==> src/rtl/key_event_decoder_pkg.sv <==
// Shared types and defaults for the per-key gesture decoder.
package key_pkg;

    typedef enum logic [2:0] {
        IDLE,
        PRESS1,
        LONG,
        WAIT2,
        PRESS2
    } state_t;

    localparam int DEF_CLK_FREQ  = 50_000_000;
    localparam int DEF_LONG_MS   = 1000;
    localparam int DEF_DCLICK_MS = 300;
    localparam int DEF_REPEAT_MS = 200;
    localparam int DEF_MS_W      = 16;

    function automatic int ms_div(input int clk_freq);
        return clk_freq / 1000;
    endfunction

endpackage

==> src/rtl/key_event_decoder_ms_tick_gen.sv <==
// 1 ms tick prescaler; clr restarts the millisecond so gesture timing aligns to state entry.
module ms_tick_gen
    import key_pkg::*;
#(
    parameter int CLK_FREQ = DEF_CLK_FREQ
) (
    input  logic clk,
    input  logic rst,
    input  logic clr,
    output logic tick
);

    localparam int DIV   = ms_div(CLK_FREQ);
    localparam int CNT_W = (DIV > 1) ? $clog2(DIV) : 1;
    localparam logic [CNT_W-1:0] TERM = CNT_W'(DIV - 1);

    logic [CNT_W-1:0] cnt;

    always_ff @(posedge clk) begin
        if (rst || clr) begin
            cnt <= '0;
        end else if (cnt == TERM) begin
            cnt <= '0;
        end else begin
            cnt <= cnt + CNT_W'(1);
        end
    end

    assign tick = (cnt == TERM);

endmodule

==> src/rtl/key_event_decoder.sv <==
// Classifies debounced key gestures into short / long / repeat / double-click pulses.
module key_event_decoder
    import key_pkg::*;
#(
    parameter int CLK_FREQ  = DEF_CLK_FREQ,
    parameter int LONG_MS   = DEF_LONG_MS,
    parameter int DCLICK_MS = DEF_DCLICK_MS,
    parameter int REPEAT_MS = DEF_REPEAT_MS,
    parameter int MS_W      = DEF_MS_W
) (
    input  logic clk,
    input  logic rst,
    input  logic key_flag,
    input  logic key_value,
    output logic short_press,
    output logic long_press,
    output logic repeat_press,
    output logic double_click,
    output logic busy
);

    localparam logic [MS_W-1:0] LONG_T   = MS_W'(LONG_MS);
    localparam logic [MS_W-1:0] DCLICK_T = MS_W'(DCLICK_MS);
    localparam logic [MS_W-1:0] REPEAT_T = MS_W'(REPEAT_MS);

    state_t          state;
    state_t          state_nx;
    logic [MS_W-1:0] ms_cnt;
    logic            key_value_d;
    logic            rel;
    logic            prs;
    logic            tick;
    logic            clr;
    logic            short_nx;
    logic            long_nx;
    logic            repeat_nx;
    logic            double_nx;

    assign rel  = key_value & ~key_value_d;
    assign prs  = key_flag & ~key_value;
    assign busy = (state != IDLE);

    ms_tick_gen #(
        .CLK_FREQ(CLK_FREQ)
    ) u_tick (
        .clk (clk),
        .rst (rst),
        .clr (clr),
        .tick(tick)
    );

    // Release / second press are tested before the timers so they win ties.
    always_comb begin
        state_nx  = state;
        clr       = 1'b0;
        short_nx  = 1'b0;
        long_nx   = 1'b0;
        repeat_nx = 1'b0;
        double_nx = 1'b0;
        case (state)
            IDLE: begin
                if (prs) state_nx = PRESS1;
            end
            PRESS1: begin
                if (rel) begin
                    state_nx = WAIT2;
                end else if (ms_cnt == LONG_T) begin
                    state_nx = LONG;
                    long_nx  = 1'b1;
                end
            end
            LONG: begin
                if (rel) begin
                    state_nx = IDLE;
                end else if (ms_cnt == REPEAT_T) begin
                    repeat_nx = 1'b1;
                    clr       = 1'b1;
                end
            end
            WAIT2: begin
                if (prs) begin
                    state_nx = PRESS2;
                end else if (ms_cnt == DCLICK_T) begin
                    state_nx = IDLE;
                    short_nx = 1'b1;
                end
            end
            PRESS2: begin
                if (rel) begin
                    state_nx  = IDLE;
                    double_nx = 1'b1;
                end
            end
            default: state_nx = IDLE;
        endcase
        if (state_nx != state) clr = 1'b1;
    end

    always_ff @(posedge clk) begin
        if (rst) begin
            state        <= IDLE;
            ms_cnt       <= '0;
            key_value_d  <= 1'b1;
            short_press  <= 1'b0;
            long_press   <= 1'b0;
            repeat_press <= 1'b0;
            double_click <= 1'b0;
        end else begin
            state        <= state_nx;
            key_value_d  <= key_value;
            short_press  <= short_nx;
            long_press   <= long_nx;
            repeat_press <= repeat_nx;
            double_click <= double_nx;
            if (clr) begin
                ms_cnt <= '0;
            end else if (tick && (ms_cnt != '1)) begin
                ms_cnt <= ms_cnt + MS_W'(1);
            end
        end
    end

endmodule

==> config.mk <==
export PLATFORM = sky130hd
export DESIGN_NAME = key_event_decoder
export DESIGN_NICKNAME = d
export VERILOG_FILES = /design/src/rtl/key_event_decoder_pkg.sv /design/src/rtl/key_event_decoder_ms_tick_gen.sv /design/src/rtl/key_event_decoder.sv
export SDC_FILE = /design/constraint.sdc
export NUM_CORES = 1
export LEC_CHECK = 0
export ABC_AREA = 1
export CAP_MARGIN = 5
export CORE_UTILIZATION = 59
export CTS_BUF_LIST = sky130_fd_sc_hd__clkbuf_8
export DETAILED_ROUTE_END_ITERATION = 12
export PLACE_DENSITY = 0.76
export REMOVE_ABC_BUFFERS = 1
export SYNTH_ARGS = -nofsm -noshare
export SYNTH_HDL_FRONTEND = slang
export SYNTH_SLANG_ARGS = --single-unit
==> constraint.sdc <==
create_clock -name clk -period 2.05 [get_ports clk]
set_input_delay 0.205 -clock clk [delete_from_list [all_inputs] [get_ports clk]]
set_output_delay 0.205 -clock clk [all_outputs]
set_load 0.02 [all_outputs]
Word level (Yosys, flattened, before mapping)
Index checks and enable logic that the tools add are counted.

Input port bits: 4. Register bits after elaboration: 40.

Equal/unequal tests: 10. Add/sub/neg operators: 2. Muxes and demuxes: 14. Bitwise gates (word level): 7. Reduce and logical (&&, ||, !) cells: 10.

Operators by type and width (number): adder 16 x 1 -> 16 bit, second input constant (2); two-way mux 3 bit (6); == test 16 x 10 -> 1 bit, second input constant (1); == test 16 bit, second input constant (1); == test 16 x 8 -> 1 bit, second input constant (1); == test 16 x 9 -> 1 bit, second input constant (1); inequality test 16 bit, second input constant (1); one-hot mux 3 bit (4 select lines) (1); OR reduction 2 bit (4); two-way mux 1 bit (7); == test 3 x 2 -> 1 bit, second input constant (2); OR reduction 3 bit (2); inverter 1 bit (5); == test 3 x 1 -> 1 bit, second input constant (1); == test 3 bit, second input constant (1); zero test 3 bit (1); inequality test 3 bit (1); nonzero test 3 bit (1); bitwise AND 1 bit (2); logical AND 1 bit (1); logical OR 1 bit (1).

Longest topological paths before layout
Gate-level depths: netlist of the first run.

Depth after elaboration: 8. Gate-level depth with buffers: 12. Depth with buffers taken out: 11.

By module
A second synthesis of the first run with hierarchy kept.

Cell total of the unflattened synthesis: 345. Area total of the unflattened synthesis: 2349.8 um^2.

By module, submodules not included: key_event_decoder (area an instance 1492.7 um^2, instances 1, seq. area each 480.5 um^2, cells an instance 216); ms_tick_gen (area an instance 857.1 um^2, instances 1, seq. area each 320.3 um^2, cells an instance 129).

Worst setup path before layout of the first run
No wires, ideal clock.

Path type: flip-flop to flip-flop. Start: reg ms_cnt[0]. End: reg u_tick.cnt[15]. Cell stages (with the launch flop): 13. Path buffers: 1. Data arrival time: 1467 ps. Setup slack: 466 ps. Clock period less this slack: 1584 ps. Cell sequence: dfxtp_1 -> inv_1 -> ha_1 -> nand3_1 -> nor2_1 -> nand2_1 -> nand2_1 -> nand2_1 -> a21oi_1 -> nor2_2 -> nand3_2 -> buf_6 -> nor2_2.

Longest elaborated chain between the ends: 8.

Ends and longest elaborated chain: start: declaration (line key_event_decoder.sv:28) `logic [MS_W-1:0] ms_cnt;`; start signal: assignment (line key_event_decoder.sv:118) `ms_cnt <= ms_cnt + MS_W'(1);`; == test 16 x 9 -> 1 bit or == test 16 x 10 -> 1 bit (tied branches) (line key_event_decoder.sv:83, key_event_decoder.sv:67); two-way mux 3 bit, on equally long branches (line key_event_decoder.sv:83, key_event_decoder.sv:67); two-way mux 3 bit, on equally long branches (line key_event_decoder.sv:81, key_event_decoder.sv:65); one-hot mux 3 bit (4 select lines) (line key_event_decoder.sv:60) `case (state)`; inequality test 3 bit (line key_event_decoder.sv:96) `if (state_nx != state) clr = 1'b1;`; two-way mux 1 bit (*) (line key_event_decoder.sv:96); logical OR 1 bit (*) (line key_event_decoder_ms_tick_gen.sv:20) `if (rst || clr) begin`; OR reduction 2 bit (no line) (*); end signal: assignment (line key_event_decoder_ms_tick_gen.sv:25) `cnt <= cnt + CNT_W'(1);`; end: declaration (line key_event_decoder_ms_tick_gen.sv:17) `logic [CNT_W-1:0] cnt;`.

Every way passes the cells marked *; elsewhere a longest branch is shown, timed or not. A chain may end at the register's enable or synchronous reset.

Worst setup path in the final report of the first run
Start: reg u_tick.cnt[0]. End: reg ms_cnt[6].

Longest elaborated chain between the ends: 2.

Ends and longest elaborated chain: == test 16 bit (line key_event_decoder_ms_tick_gen.sv:29) `assign tick = (cnt == TERM);`; logical AND 1 bit (line key_event_decoder.sv:117) `end else if (tick && (ms_cnt != '1)) begin`.

No other way between the ends.

==> summary.txt, run 1 <==
Status
  – Status: finished, final reports clean

Floorplan
  – I/O pin count: 9
  – Rows: 21
  – Initial Utilization: 0.636
  – Die Footprint: between 0.003 and 0.004 mm²
  – Core Area: ~0.0034 mm²
  – Die H: ~63 µm
  – Die width: about 63 µm

CTS
  – Clock transition at path regs: around 70 ps
  – CTS Buf Count: 5
  – TritonCTS sink count: 40
  – Hold buffers post-CTS: 0
  – CTS tree: done
  – CTS Buffer Depth: 2
  – Post-CTS setup buffers: 0
  – Root Buffer: clkbuf_8
  – Total number of H-tree levels: 2
  – Clock insertion delay at the later pin of the skew report: roughly 290 ps

Detailed routing
  – Pre-Repair DR Iteration Count: 4
  – Via count: between 1.5k and 2k
  – Initial DRC count: approximately 120
  – Routed len/inst: roughly 11 µm
  – Vias/cell: 5.06
  – Final ANT Viol Nets: 0
  – Detailed Route WL: ~4.1 mm
  – DRC viols: 0

STA
  – Final Critical Period: around 1800 ps
  – Worst-case clock skew: around 8.2 ps
  – Fin. Hold Viols: 0
  – Tcrit/Tclk final: 0.902
  – Least-Margin Pin Slew: ~340 ps
  – Slew margin rel.: 0.770
  – Slew Limit Fails: 0
  – Final setup TNS: 0 ps
  – Final setup vio count: 0
  – RSZ-0062 raised after global routing: false
  – Hold WS: 441 ps
  – Maximum operating frequency: between 500 and 600 MHz

Yosys
  – Cell taking the most area after synthesis: dfxtp_1
  – Post-synthesis cell count: approximately 310
  – Mapped Area: ~0.0022 mm²
  – Mean Syn Cell Area: between 7 and 8 µm²
  – YS warnings: 0
  – Async SR Flop Fraction: 0
  – Cell with the most instances after synthesis: nor2_1
  – Synth top area share: 0.366
  – Seq/Total Area, Yosys: 0.366
  – Most frequent cells after synthesis: nor2_1 (53), inv_1 (50), nand2_1 (50), dfxtp_1 (40), xor2_1 (22)
  – Number of flops mapped to enable cells by yosys: 0
  – Yosys cell types: 30
  – Synthesized flop and latch total: 40
  – Top FF cell, synth: dfxtp_1
  – Largest cells by area after synthesis: dfxtp_1 (37%), nor2_1 (9.1%), xor2_1 (8.8%)

Setup path
  – Crit-path most repeated cell: nor2_1
  – Critical Path Source Type: flip-flop
  – Reg2Reg Depth: 9
  – Worst path cell trace: ha_1 > nand2_1 > nor2_1 > and3_1 > nand3_4 > buf_4 > o21ai_0 > inv_1 > nor2_1
  – Setup CP Type: flip-flop to flip-flop
  – WP data required: around 2300 ps
  – Max Fanout on Critical Path: 10
  – CP Data Arrival Time: around 2100 ps
  – Slowest cell on the critical path: dfxtp_1
  – Max incr delay on CP: roughly 340 ps
  – CP endpoint: ms_cnt[6]
  – CP Launch Point: u_tick.cnt[0]
  – R2R Path End: ms_cnt[6]
  – Setup crit end kind: flip-flop
  – Worst r2r src: u_tick.cnt[0]
  – R2R Setup Slk: about 200 ps

Cells and area
  – Area grow syn2layout: 11.0%
  – Layout cell share with drive strength beyond 1: 0.107
  – Final antenna diode count: 0
  – Final nets: 333

Global route
  – GR Overflow Total: 0
  – Largest net degree at the start of global routing: 21
  – Global-route wire length before repair: just under 7 mm
  – Initial antenna violation count: 0
  – Overall Global Routing Usage: 0.217
  – Vias in the first global route: 1675

Worst hold path
  – Hold wc startpoint: u_tick.cnt[0]
  – Hold Crit Class: flip-flop to flip-flop

Place
  – GPL Wtd Cong: 0.862
  – Port bufs: 8
  – DP HPWL: 2.89 mm

Flow run
  – Max_cap viols: 0

Power and ir drop
  – Worst IR drop on VDD: approximately 0.48 mV
  – Static leakage: about 0.00086 µW
  – PD cells: 553 mW/mm²
cell type report:
cell class | instances | area (µm²)
sequential | 40 | 801
fill | 293 | 1010
clock buffer | 5 | 68.8
timing repair inverter | 3 | 22.5
inverter | 50 | 191
timing repair buffer | 10 | 108
tap | 46 | 57.6
multi-input combinational | 216 | 1170
clock inverter | 2 | 8.76
state kept, by name (all words and copies together), names as in the netlist:
register and cells:
short_press 1, ms_cnt 16, state 3, key_value_d 1, long_press 1, repeat_press 1, u_tick.cnt 16, double_click 1
logic make-up (layout without fill, tap and decap cells):
family,after synthesis,count (layout),share of synthesized area
simple gates,164,164,0.344
compound gates,19,19,0.0486
fa+ha+maj,3,3,0.0172
buf+inv,55,70,0.104
mux,1,1,0.00457
xor+xnor,29,29,0.116
flops,40,40,0.366
worst max-delay path, delay by kind of cell (launching register included):
kind / cells / cell delay (ps)
AO/OA/AOI/OAI: 1 / 150
adder cells (fa/ha/maj): 1 / 180
buffers and inverters: 2 / 270
flip-flops: 1 / 340
AND/OR/NAND/NOR: 5 / 820
metrics by stage:
stage	utilization	total power [µW]	cells	setup slack, ps	area [µm²]
after floorplan	-	857	306	194	2150
after global placement	0.672	889	362	174	2310
after detailed placement	0.672	890	362	42.2	2310
after CTS	0.695	1370	369	145	2390
after global routing	0.706	1400	372	63.3	2430
final	0.706	1340	372	201	2430
where the power goes:
group | internal [µW] | switching, µW | total [µW] | leakage [µW]
combinational | 30.0 | 50.2 | 80.2 | 0.000489
sequential | 784 | 6.03 | 790 | 0.000323
clock | 226 | 247 | 473 | 0.0000452
what timing repair did:
action	CTS	global route
hold endpoints to repair	0	0
setup endpoints to repair	0	5
resized for setup	0	6
layer usage:
metal,up-vias,routed length [µm],track usage
met5,-,0,0
met4,0,43,0.0698
met3,5,151,0.0584
met2,36,1860,0.360
met1,850,2000,0.270
li1,993,-,-
worst min-delay path by stage:
| stage | endpoint | slack [ps] | depth (start not counted) |
|---|---|---|---|
| 3_3_place_gp | u_tick.cnt[0] | 430 | 1 |
| 2_1_floorplan | state[0] | 270 | 1 |
| 3_5_place_dp | u_tick.cnt[0] | 430 | 1 |
| 5_1_grt | u_tick.cnt[0] | 460 | 1 |
| 6_report | u_tick.cnt[0] | 440 | 1 |
| 4_1_cts | u_tick.cnt[0] | 440 | 1 |
layout by cell type (no fill, tap or decap), types with 2 or more instances in the layout:
cell             instances
clkbuf_8                 5
clkdlybuf4s50_1          8
and3_1                   2
nand3_1                 16
ha_1                     3
dfxtp_1                 40
nor2_1                  53
clkinvlp_4               4
nand4_1                  9
o21ai_0                 12
nand2_2                  2
xor2_1                  22
nor3_1                   9
xnor2_1                  7
nor2_2                  14
nand3b_1                 2
inv_1                   50
nand2_1                 50
a21oi_1                  4
(Power assumes the default switching activity.)
==> run 2, diff against run 1 <==
--- a/config.mk
+++ b/config.mk
@@ -12,6 +12,7 @@
 export DETAILED_ROUTE_END_ITERATION = 12
 export PLACE_DENSITY = 0.76
 export REMOVE_ABC_BUFFERS = 1
+export SLEW_MARGIN = 0
 export SYNTH_ARGS = -nofsm -noshare
 export SYNTH_HDL_FRONTEND = slang
 export SYNTH_SLANG_ARGS = --single-unit
==> results of run 2 <==
The final DEF is identical to that of run 1; final timing and power are the same.
==> run 3, diff against run 2 <==
--- a/config.mk
+++ b/config.mk
@@ -12,7 +12,7 @@
 export DETAILED_ROUTE_END_ITERATION = 12
 export PLACE_DENSITY = 0.76
 export REMOVE_ABC_BUFFERS = 1
-export SLEW_MARGIN = 0
+export SLEW_MARGIN = 20
 export SYNTH_ARGS = -nofsm -noshare
 export SYNTH_HDL_FRONTEND = slang
 export SYNTH_SLANG_ARGS = --single-unit
==> results of run 3 <==
The final DEF is identical to that of run 1; final timing and power are the same.
